===== src/rtl/enemy_formation.sv =====
// Invader formation controller: alive mask, marching state machine, player-shot
// hit detection and registered per-pixel colour for the VGA OR-mixer.
module enemy_formation #(
  parameter int          ROWS        = 3,
  parameter int          COLS        = 8,
  parameter int          SPACING_X   = 48,
  parameter int          SPACING_Y   = 50,
  parameter int          SPRITE_W    = 32,
  parameter int          SPRITE_H    = 24,
  parameter int          X_START     = 180,
  parameter int          Y_START     = 40,
  parameter int          X_MIN       = 0,
  parameter int          X_MAX       = 639,
  parameter int          Y_LIMIT     = 400,
  parameter int          STEP_X      = 8,
  parameter int          STEP_Y      = 16,
  parameter int          SPEED_SHIFT = 2,
  parameter logic [23:0] COLOR       = 24'hFFFFFF
) (
  input  logic                           clk,
  input  logic                           reset,
  input  logic                           frame_tick,
  input  logic                           start,
  input  logic [9:0]                     h_counter,
  input  logic [9:0]                     v_counter,
  input  logic                           shot_valid,
  input  logic [10:0]                    shot_x,
  input  logic [10:0]                    shot_y,
  output logic                           hit,
  output logic [$clog2(ROWS*COLS)-1:0]   hit_id,
  output logic [ROWS*COLS-1:0]           alive,
  output logic [$clog2(ROWS*COLS+1)-1:0] alive_count,
  output logic                           all_dead,
  output logic                           reached_bottom,
  output logic [10:0]                    origin_x,
  output logic [10:0]                    origin_y,
  output logic [7:0]                     R,
  output logic [7:0]                     G,
  output logic [7:0]                     B
);

  localparam int N     = ROWS * COLS;
  localparam int ID_W  = $clog2(N);
  localparam int CNT_W = $clog2(N + 1);
  localparam int MC_W  = CNT_W + 1;

  typedef enum logic [2:0] {
    S_IDLE,
    S_MARCH_R,
    S_MARCH_L,
    S_DESCEND,
    S_HALTED
  } state_t;

  state_t            r_state, w_state_nxt;
  logic              r_dir, w_dir_nxt;  // 0: DESCEND came from MARCH_R
  logic [10:0]       r_origin_x, w_origin_x_nxt;
  logic [10:0]       r_origin_y, w_origin_y_nxt;
  logic [N-1:0]      r_alive, w_alive_nxt;
  logic [MC_W-1:0]   r_move_cnt, w_move_cnt_nxt;
  logic              r_hit, w_hit_nxt;
  logic [ID_W-1:0]   r_hit_id, w_hit_id_nxt;
  logic              r_all_dead, w_all_dead_nxt;
  logic              r_reached_bottom, w_reached_bottom_nxt;
  logic [7:0]        r_red, r_green, r_blue;

  logic [11:0]       w_ox, w_oy, w_sx, w_sy, w_hx, w_vy;
  logic [ROWS-1:0]   w_row_any;
  logic [COLS-1:0]   w_col_any;
  logic [11:0]       w_lc_off, w_rc_off, w_br_off;
  logic [CNT_W-1:0]  w_alive_count;
  logic [MC_W-1:0]   w_period;
  logic              w_active, w_move;
  logic              w_shot_hit;
  logic [ID_W-1:0]   w_shot_id;
  logic              w_pix_on;

  // All geometry is evaluated unsigned in 12 bits so subtraction-free left-edge tests never wrap.
  assign w_ox = {1'b0, r_origin_x};
  assign w_oy = {1'b0, r_origin_y};
  assign w_sx = {1'b0, shot_x};
  assign w_sy = {1'b0, shot_y};
  assign w_hx = {2'b00, h_counter};
  assign w_vy = {2'b00, v_counter};

  function automatic logic in_box(input logic [11:0] px, input logic [11:0] py,
                                  input logic [11:0] ox, input logic [11:0] oy,
                                  input int idx);
    logic [11:0] bx, by;
    bx = ox + 12'((idx % COLS) * SPACING_X);
    by = oy + 12'((idx / COLS) * SPACING_Y);
    return (px >= bx) && (px <= bx + 12'(SPRITE_W - 1)) &&
           (py >= by) && (py <= by + 12'(SPRITE_H - 1));
  endfunction

  // NOTE: every always_comb output gets a default first, otherwise a missed branch infers a latch.
  always_comb begin
    w_row_any     = '0;
    w_col_any     = '0;
    w_alive_count = '0;
    for (int r = 0; r < ROWS; r++) begin
      for (int c = 0; c < COLS; c++) begin
        if (r_alive[r*COLS + c]) begin
          w_row_any[r] = 1'b1;
          w_col_any[c] = 1'b1;
        end
        w_alive_count = w_alive_count + CNT_W'(r_alive[r*COLS + c]);
      end
    end
  end

  always_comb begin
    w_lc_off = '0;
    w_rc_off = '0;
    w_br_off = '0;
    for (int c = COLS - 1; c >= 0; c--)
      if (w_col_any[c]) w_lc_off = 12'(c * SPACING_X);
    for (int c = 0; c < COLS; c++)
      if (w_col_any[c]) w_rc_off = 12'(c * SPACING_X);
    for (int r = 0; r < ROWS; r++)
      if (w_row_any[r]) w_br_off = 12'(r * SPACING_Y);
  end

  // Descending scan leaves the lowest matching index as the winner.
  always_comb begin
    w_shot_hit = 1'b0;
    w_shot_id  = '0;
    for (int i = N - 1; i >= 0; i--) begin
      if (r_alive[i] && in_box(w_sx, w_sy, w_ox, w_oy, i)) begin
        w_shot_hit = 1'b1;
        w_shot_id  = ID_W'(i);
      end
    end
  end

  always_comb begin
    w_pix_on = 1'b0;
    for (int i = 0; i < N; i++)
      if (r_alive[i] && in_box(w_hx, w_vy, w_ox, w_oy, i)) w_pix_on = 1'b1;
  end

  assign w_period = MC_W'(1) + MC_W'(w_alive_count >> SPEED_SHIFT);
  assign w_active = (r_state == S_MARCH_R) || (r_state == S_MARCH_L) || (r_state == S_DESCEND);

  always_comb begin
    w_state_nxt          = r_state;
    w_dir_nxt            = r_dir;
    w_origin_x_nxt       = r_origin_x;
    w_origin_y_nxt       = r_origin_y;
    w_alive_nxt          = r_alive;
    w_move_cnt_nxt       = r_move_cnt;
    w_hit_nxt            = 1'b0;
    w_hit_id_nxt         = r_hit_id;
    w_all_dead_nxt       = r_all_dead;
    w_reached_bottom_nxt = r_reached_bottom;
    w_move               = 1'b0;

    if (start) begin
      w_state_nxt          = S_MARCH_R;
      w_dir_nxt            = 1'b0;
      w_origin_x_nxt       = 11'(X_START);
      w_origin_y_nxt       = 11'(Y_START);
      w_alive_nxt          = '1;
      w_move_cnt_nxt       = '0;
      w_hit_id_nxt         = '0;
      w_all_dead_nxt       = 1'b0;
      w_reached_bottom_nxt = 1'b0;
    end else if (w_active) begin
      if (frame_tick) begin
        if (r_move_cnt + MC_W'(1) >= w_period) begin
          w_move_cnt_nxt = '0;
          w_move         = 1'b1;
        end else begin
          w_move_cnt_nxt = r_move_cnt + MC_W'(1);
        end
      end

      // Edge tests see the pre-hit live columns; the hit below sees the pre-move origin.
      if (w_move) begin
        case (r_state)
          S_MARCH_R: begin
            if (w_ox + w_rc_off + 12'(SPRITE_W - 1 + STEP_X) > 12'(X_MAX)) begin
              w_state_nxt = S_DESCEND;
              w_dir_nxt   = 1'b0;
            end else begin
              w_origin_x_nxt = 11'(w_ox + 12'(STEP_X));
            end
          end
          S_MARCH_L: begin
            if (w_ox + w_lc_off < 12'(X_MIN + STEP_X)) begin
              w_state_nxt = S_DESCEND;
              w_dir_nxt   = 1'b1;
            end else begin
              w_origin_x_nxt = 11'(w_ox - 12'(STEP_X));
            end
          end
          S_DESCEND: begin
            w_origin_y_nxt = 11'(w_oy + 12'(STEP_Y));
            w_state_nxt    = r_dir ? S_MARCH_R : S_MARCH_L;
            if ({1'b0, w_origin_y_nxt} + w_br_off + 12'(SPRITE_H - 1) >= 12'(Y_LIMIT)) begin
              w_reached_bottom_nxt = 1'b1;
              w_state_nxt          = S_HALTED;
            end
          end
          default: ;
        endcase
      end

      if (shot_valid && w_shot_hit) begin
        w_alive_nxt[w_shot_id] = 1'b0;
        w_hit_nxt              = 1'b1;
        w_hit_id_nxt           = w_shot_id;
        if (w_alive_nxt == '0) begin
          w_all_dead_nxt       = 1'b1;
          w_reached_bottom_nxt = r_reached_bottom;
          w_state_nxt          = S_HALTED;
        end
      end
    end
  end

  // NOTE: sequential state uses non-blocking assignments so every register samples pre-edge values.
  always_ff @(posedge clk or posedge reset) begin
    if (reset) begin
      r_state          <= S_IDLE;
      r_dir            <= 1'b0;
      r_origin_x       <= 11'(X_START);
      r_origin_y       <= 11'(Y_START);
      r_alive          <= '1;
      r_move_cnt       <= '0;
      r_hit            <= 1'b0;
      r_hit_id         <= '0;
      r_all_dead       <= 1'b0;
      r_reached_bottom <= 1'b0;
    end else begin
      r_state          <= w_state_nxt;
      r_dir            <= w_dir_nxt;
      r_origin_x       <= w_origin_x_nxt;
      r_origin_y       <= w_origin_y_nxt;
      r_alive          <= w_alive_nxt;
      r_move_cnt       <= w_move_cnt_nxt;
      r_hit            <= w_hit_nxt;
      r_hit_id         <= w_hit_id_nxt;
      r_all_dead       <= w_all_dead_nxt;
      r_reached_bottom <= w_reached_bottom_nxt;
    end
  end

  // One-clock pixel pipeline; the top level delays the other sprites to match.
  always_ff @(posedge clk or posedge reset) begin
    if (reset) begin
      r_red   <= '0;
      r_green <= '0;
      r_blue  <= '0;
    end else begin
      r_red   <= w_pix_on ? COLOR[23:16] : 8'h00;
      r_green <= w_pix_on ? COLOR[15:8]  : 8'h00;
      r_blue  <= w_pix_on ? COLOR[7:0]   : 8'h00;
    end
  end

  assign hit            = r_hit;
  assign hit_id         = r_hit_id;
  assign alive          = r_alive;
  assign alive_count    = w_alive_count;
  assign all_dead       = r_all_dead;
  assign reached_bottom = r_reached_bottom;
  assign origin_x       = r_origin_x;
  assign origin_y       = r_origin_y;
  assign R              = r_red;
  assign G              = r_green;
  assign B              = r_blue;

endmodule


===== config.mk =====
export PLATFORM = sky130hd
export DESIGN_NAME = enemy_formation
export DESIGN_NICKNAME = d
export VERILOG_FILES = /design/src/rtl/enemy_formation.sv
export SDC_FILE = /design/constraint.sdc
export NUM_CORES = 1
export LEC_CHECK = 0
export BUFFER_PORTS_ARGS = -buffer_cell sky130_fd_sc_hd__buf_2
export CELL_PAD_IN_SITES_DETAIL_PLACEMENT = 2
export CELL_PAD_IN_SITES_GLOBAL_PLACEMENT = 2
export CORE_MARGIN = 5
export CORE_UTILIZATION = 34
export CTS_BUF_LIST = sky130_fd_sc_hd__clkbuf_4 sky130_fd_sc_hd__clkbuf_8 sky130_fd_sc_hd__clkbuf_16
export DETAILED_ROUTE_END_ITERATION = 8
export PLACE_DENSITY_LB_ADDON = 0.12
export SYNTH_ARGS = -nofsm -noshare
export SYNTH_HDL_FRONTEND = slang
export SYNTH_SLANG_ARGS = --single-unit

===== constraint.sdc =====
create_clock -name clk -period 6.2 [get_ports clk]
set_input_delay 0.31 -clock clk [delete_from_list [all_inputs] [get_ports clk]]
set_output_delay 0.31 -clock clk [all_outputs]
set_load 0.005 [all_outputs]

# Word-level counts from Yosys, hierarchy flattened
# Index checks and enable logic that the tools add are counted.
word_totals:
  register_bits: 72
  inputBits: 47
  out_inout_bits: 83
classes:
  n_addsub: 53
  n_lt_le_gt_ge: 50
  eq_ne: 8
  muxes: 186
  bitwise_logic: 2
  reduce_logical: 179
op_table:
  columns: ["cell", "n"]
  rows:
  - ["2-to-1 mux 12 bit", 14]
  - ["logical AND 1 bit", 162]
  - ["2-to-1 mux 5 bit", 27]
  - ["<= comparator 10 x 12 -> 1 bit", 11]
  - ["<= comparator 11 x 12 -> 1 bit", 11]
  - ["adder 12 x 5 -> 12 bit (second input constant)", 10]
  - ["2-to-1 mux 1 bit", 112]
  - [">= comparator 10 x 12 -> 1 bit", 9]
  - [">= comparator 11 x 12 -> 1 bit", 9]
  - ["2-to-1 mux 11 bit", 9]
  - ["adder 5 x 1 -> 5 bit", 19]
  - ["2-to-1 mux 24 bit", 3]
  - ["adder 11 x 12 -> 12 bit", 3]
  - ["adder 11 x 8 -> 12 bit (second input constant)", 3]
  - ["2-to-1 mux 6 bit", 6]
  - ["adder 11 x 5 -> 12 bit (second input constant)", 2]
  - ["adder 11 x 6 -> 12 bit (second input constant)", 2]
  - ["adder 11 x 7 -> 12 bit (second input constant)", 2]
  - ["adder 11 x 9 -> 12 bit (second input constant)", 2]
  - ["bitwise AND 24 bit", 1]
  - ["logical NOT 24 bit", 1]
  - ["2-to-1 mux 3 bit", 8]
  - ["inverter 24 bit", 1]
  - [">= comparator 10 x 11 -> 1 bit", 2]
  - ["34 further kinds", 49]

# Longest topological paths before layout
logic_depth:
  ltp_word: 42
  mapped_depth: 25
  depth_no_buf: 25

# Worst setup path before layout
# No wires, ideal clock.
synth_timing:
  path_kind: "reg-to-reg"
  startpoint: "reg r_origin_x[4] (netlist: origin_x[4])"
  endpoint: "reg r_state[1]"
  setup_time_ps: 122
  t_arrival_ps: 6039
  required_time_ps: 6078
  slack_ps: 40
  stages_incl_launch_ff: 24
  path_buffers: 2
  period_less_slack_ps: 6160
  path_cell_list: "dfstp_2 > buf_2 > inv_1 > ha_1 > buf_4 > nand2b_1 > a211o_1 > or4_4 > xnor2_1 > ha_1 > nand2_1 > nor3_1 > a221o_1 > o311ai_4 > and3_2 > nand3b_1 > a221oi_2 > a31oi_1 > nand3b_1 > maj3_1 > a221o_1 > a2111o_1 > or3_4 > a32o_1"
synth_between:
  elab_chain_len: 42
  word_cells_on_any_way: 181
  cone_classes: "add/sub: 18; order compare: 20; mux: 58; bitwise: 2; reduce/logical: 83"
synth_lines:
  columns: ["item", "line_no", "rtl"]
  rows:
  - ["start: declaration", "57", "logic [10:0] r_origin_x, w_origin_x_nxt;"]
  - ["start signal: assignment", "227", "r_origin_x <= 11'(X_START);"]
  - ["start signal: assignment", "238", "r_origin_x <= w_origin_x_nxt;"]
  - ["adder 11 x 9 -> 12 bit", "90", "bx = ox + 12'((idx % COLS) * SPACING_X);"]
  - ["adder 12 x 5 -> 12 bit", "92", "return (px >= bx) && (px <= bx + 12'(SPRITE_W - 1)) &&"]
  - ["<= comparator 11 x 12 -> 1 bit", "92", null]
  - ["logical AND 1 bit (2 in a row)", "92", null]
  - ["logical AND 1 bit", "93", "(py >= by) && (py <= by + 12'(SPRITE_H - 1));"]
  - ["logical AND 1 bit", "129", "if (r_alive[i] && in_box(w_sx, w_sy, w_ox, w_oy, i)) begin"]
  - ["2-to-1 mux 5 bit (24 in a row)", "129", null]
  - ["less-than comparator 5 x 6 -> 1 bit (implied by the code) / >= comparator 5 x 1 -> 1 bit (equally long branches)", "210", "w_alive_nxt[w_shot_id] = 1'b0;"]
  - ["[2 not listed]", null, null]
  - ["demux 1 bit (select 5 bit)", "210", null]
  - ["inverter 24 bit (no line)", null, null]
  - ["bitwise AND 24 bit (no line)", null, null]
  - ["logical NOT 24 bit", "213", "if (w_alive_nxt == '0) begin"]
  - ["2-to-1 mux 3 bit", "213", null]
  - ["2-to-1 mux 3 bit (*)", "209", "if (shot_valid && w_shot_hit) begin"]
  - ["2-to-1 mux 3 bit (*)", "168", "end else if (w_active) begin"]
  - ["2-to-1 mux 3 bit (*)", "158", "if (start) begin"]
  - ["end signal: assignment", "236", "r_state <= w_state_nxt;"]
  - ["end: declaration", "55", "state_t r_state, w_state_nxt;"]
# Mark *: on every way between the ends. The rest lies on a longest branch, timed or not. The select of a mux whose other input is x is not followed.
# A chain may end at the register's enable or synchronous reset.

# Worst setup path after layout
layout_timing:
  startpoint: "reg r_origin_x[5] (netlist: origin_x[5])"
  endpoint: "reg r_state[1]"
# The elaborated chain is that of the path after synthesis.

==> reports/qor.yml <==
status:
  outcome: "complete, no violations"
logic_synthesis:
  yosys_register_bits: 60
  synth_common_cells: "ha_1, a21oi_1, nand2_1"
  synthMostInstantiatedCell: "ha_1"
  avgSynthCellArea_sq_um: 8.07
  async_reset_ff_share_pct: 100
  synth_area_sq_um: 14200
  synthTopCellsByArea: "ha_1, dfstp_2, dfrtp_1"
  synth-edff-count: 0
  synth_area_leader_cell: "ha_1"
  ys_types: 96
  yosysWarnings: 0
  syn_inst: 1761
  yosysSeqAreaShare_pct: 10.8
  yosysTopAreaCellShare_pct: 29.0
  synth_top_flop_cell: "dfstp_2"
clock_network:
  cts_hold_buf: 0
  cts_tree: "done"
  cts_made_buffers: 9
  clk_pin_slew_ns: 0.06
  clockBufferDepth: 2
  clk_latency_ns: 0.34
  clock-sinks: 60
  cts_root_buf: "clkbuf_16"
  ctsHtreeMaxLevel: 3
pwr:
  vdd_drop_max_mv: 0.137
  leakagePower_nw: 7.96
  power_density_nw_per_um2: 144
floorplanning:
  die_h_um: 214
  io_pins: 130
  rows: 74
  coreArea_sq_um: 41100
  die-width_um: 214
  die-area_sq_um: 46000
  start_util_pct: 34.6
sta:
  rsz0062_at_grt: "true"
  timing.fmax_ghz: 0.162
  hold_viol_final: 0
  final_min_period_over_clock_period_pct: 99.4
  whs_ns: 0.197
  final-setup-viol-count: 0
  min_period_ns: 6.16
  tightest_slew_ns: 1.03
  slew_viol_final: 0
  fin_setup_tns_ns: 0
  maxSlewHeadroom_pct: 30.8
  clock_skew_ns: 0.00761
worst_setup_path:
  worstPathArrival_ns: 6.39
  crit_path_end_kind: "flip-flop"
  crit_start: "origin_x[5]$_DFFE_PP1P_"
  worstPathMaxFanout: 10
  cp_slowest_cell: "dfstp_2"
  critPathMaxStageDelay_ns: 0.58
  cpMostUsedCell: "buf_4"
  path_class: "flip-flop to flip-flop"
  r2r-start: "origin_x[5]$_DFFE_PP1P_"
  worstSetupStartpointType: "flip-flop"
  critPathRequiredTime_ns: 6.43
detailed_routing:
  drc: 0
  avgRoutedWirePerCell_um: 25.8
  vias_per_cell: 5.90
  num_vias: 15000
  drt_iter0_drc: 830
  first_pass_iters: 5
  ant_nets: 0
  routed_wl_mm: 65.9
global_route:
  antenna_found_initial: 0
  overflow: 0
  grt_max_degree: 61
  grt_pass1_vias: 16300
  grt_usage_pct: 27.1
  grt_pass1_wl_mm: 98.8
cells_and_area:
  drive_gt1_share_pct: 23.7
  fin_area_sq_um: 17400
  nNetsFinal: 2410
  syn_to_final_growth_pct: 22.3
  fillCellCount: 4742
job:
  drv_cap: 0
place:
  port_buffers: 124
  place_area_sq_um: 16300
  routabilityCongestion: 0.911
  dp_hpwl_mm: 52.5
hold_path:
  hold_path.class: "primary input to async pin"
-- what timing repair did --
action | in CTS | in global routing
endpoints found under the hold margin | 0 | 0
setup endpoints to repair | 8 | 20
setup buffers | 1 | 26
resized for setup | 14 | 106
pin swaps | 3 | 37
-- placed cells by master, fill, tap and decap left out, types with 8 or more instances in the layout --
cell type and n:
dfstp_2 30, a21oi_2 8, a22oi_1 12, inv_1 94, nand4_1 33, o2111ai_1 12
dfrtp_1 30, buf_4 176, or3_1 13, nand2_1 114, nand2b_1 45, xor2_1 29
nor2b_1 46, nor2_1 94, a21o_1 46, a21oi_1 135, buf_2 124, clkbuf_16 9
nor3_1 46, or2_2 8, xnor2_2 12, xnor2_1 62, nand3_1 42, ha_1 319
nor4_1 14, o211ai_1 15, fa_1 19, o21a_1 25, and3_1 11, o21ai_0 107
a211oi_1 13
-- metrics by stage --
step                      util [%]  power [mW]  cells  setup slack (ns)
after floorplan                  -        1.29   1766            0.0397
after global placement        39.6        1.81   2508             0.120
after detailed placement      39.6        1.87   2508            -0.136
after CTS                     40.5        2.41   2525           0.00715
after global routing          42.2        2.68   2551            -0.117
final                         42.3        2.50   2552            0.0368
-- per-layer routing --
metal  GRT usage, %  share of wire (%)  vias up
li1               -                  -     7022
met3           3.85                4.1       90
met1           36.8                 47     7617
met5              0                  0        -
met4           7.67                2.9        0
met2           45.1                 46      316
-- where the power goes --
part	switching (mW)	internal [mW]
Combinational	0.887	0.635
Sequential	0.0405	0.423
Clock	0.192	0.324
-- cells by family (layout without fill, tap and decap cells) --
kind of cell | count (synthesis) | after routing | synth area share, %
and+or+nand+nor | 554 | 554 | 20.7
buffers and inverters | 173 | 426 | 5.65
DFF | 60 | 60 | 10.8
muxes | 6 | 6 | 0.449
AOI/OAI and AO/OA | 510 | 510 | 23.9
xor gates and xnor gates | 106 | 106 | 6.54
adders and majority gates | 351 | 351 | 31.9
other | 1 | 7 | 0.0264
-- layout make-up --
type                    count  area, sq um  area share (%)
flip-flops and latches     60         1540            8.86
clock inverters             5         52.6           0.303
repair buffers            306         2020            11.6
well taps                 532          666            3.83
multi-input cells        1533        12400            71.6
inverters                 104          402            2.31
diodes                      1         2.50          0.0144
clock buffers              11          246            1.42
-- critical path: cells and delay by family, from the launching register on --
family,cells,cell delay (ns)
flops,1,0.58
compound gates,9,1.72
xor+xnor,1,0.21
fa+ha+maj,2,0.46
buf+inv,5,0.87
simple gates,8,2.21
-- registers in the layout, summed over array words and instances (netlist names) --
register / flops
hit_id: 5
reached_bottom: 1
r_move_cnt: 6
r_dir: 1
hit: 1
R: 1
origin_x: 9
r_state: 3
all_dead: 1
origin_y: 8
alive: 24
-- final timing paths --
check,to,slack (ns),cells after the start
worst max-delay path,r_state[1]$_DFFE_PP0P_,0.04,25
worst min-delay path,r_move_cnt[0]$_DFFE_PP0P_,0.20,3
worst max register to register,r_state[1]$_DFFE_PP0P_,0.04,25
worst min register to register,all_dead$_DFFE_PP0P_,0.51,1
max in group asynchronous,origin_x[6]$_DFFE_PP0P_,5.40,3
min in group clk,r_move_cnt[2]$_DFFE_PP0P_,0.43,2
No activity file was read; power rests on OpenSTA's default activity.
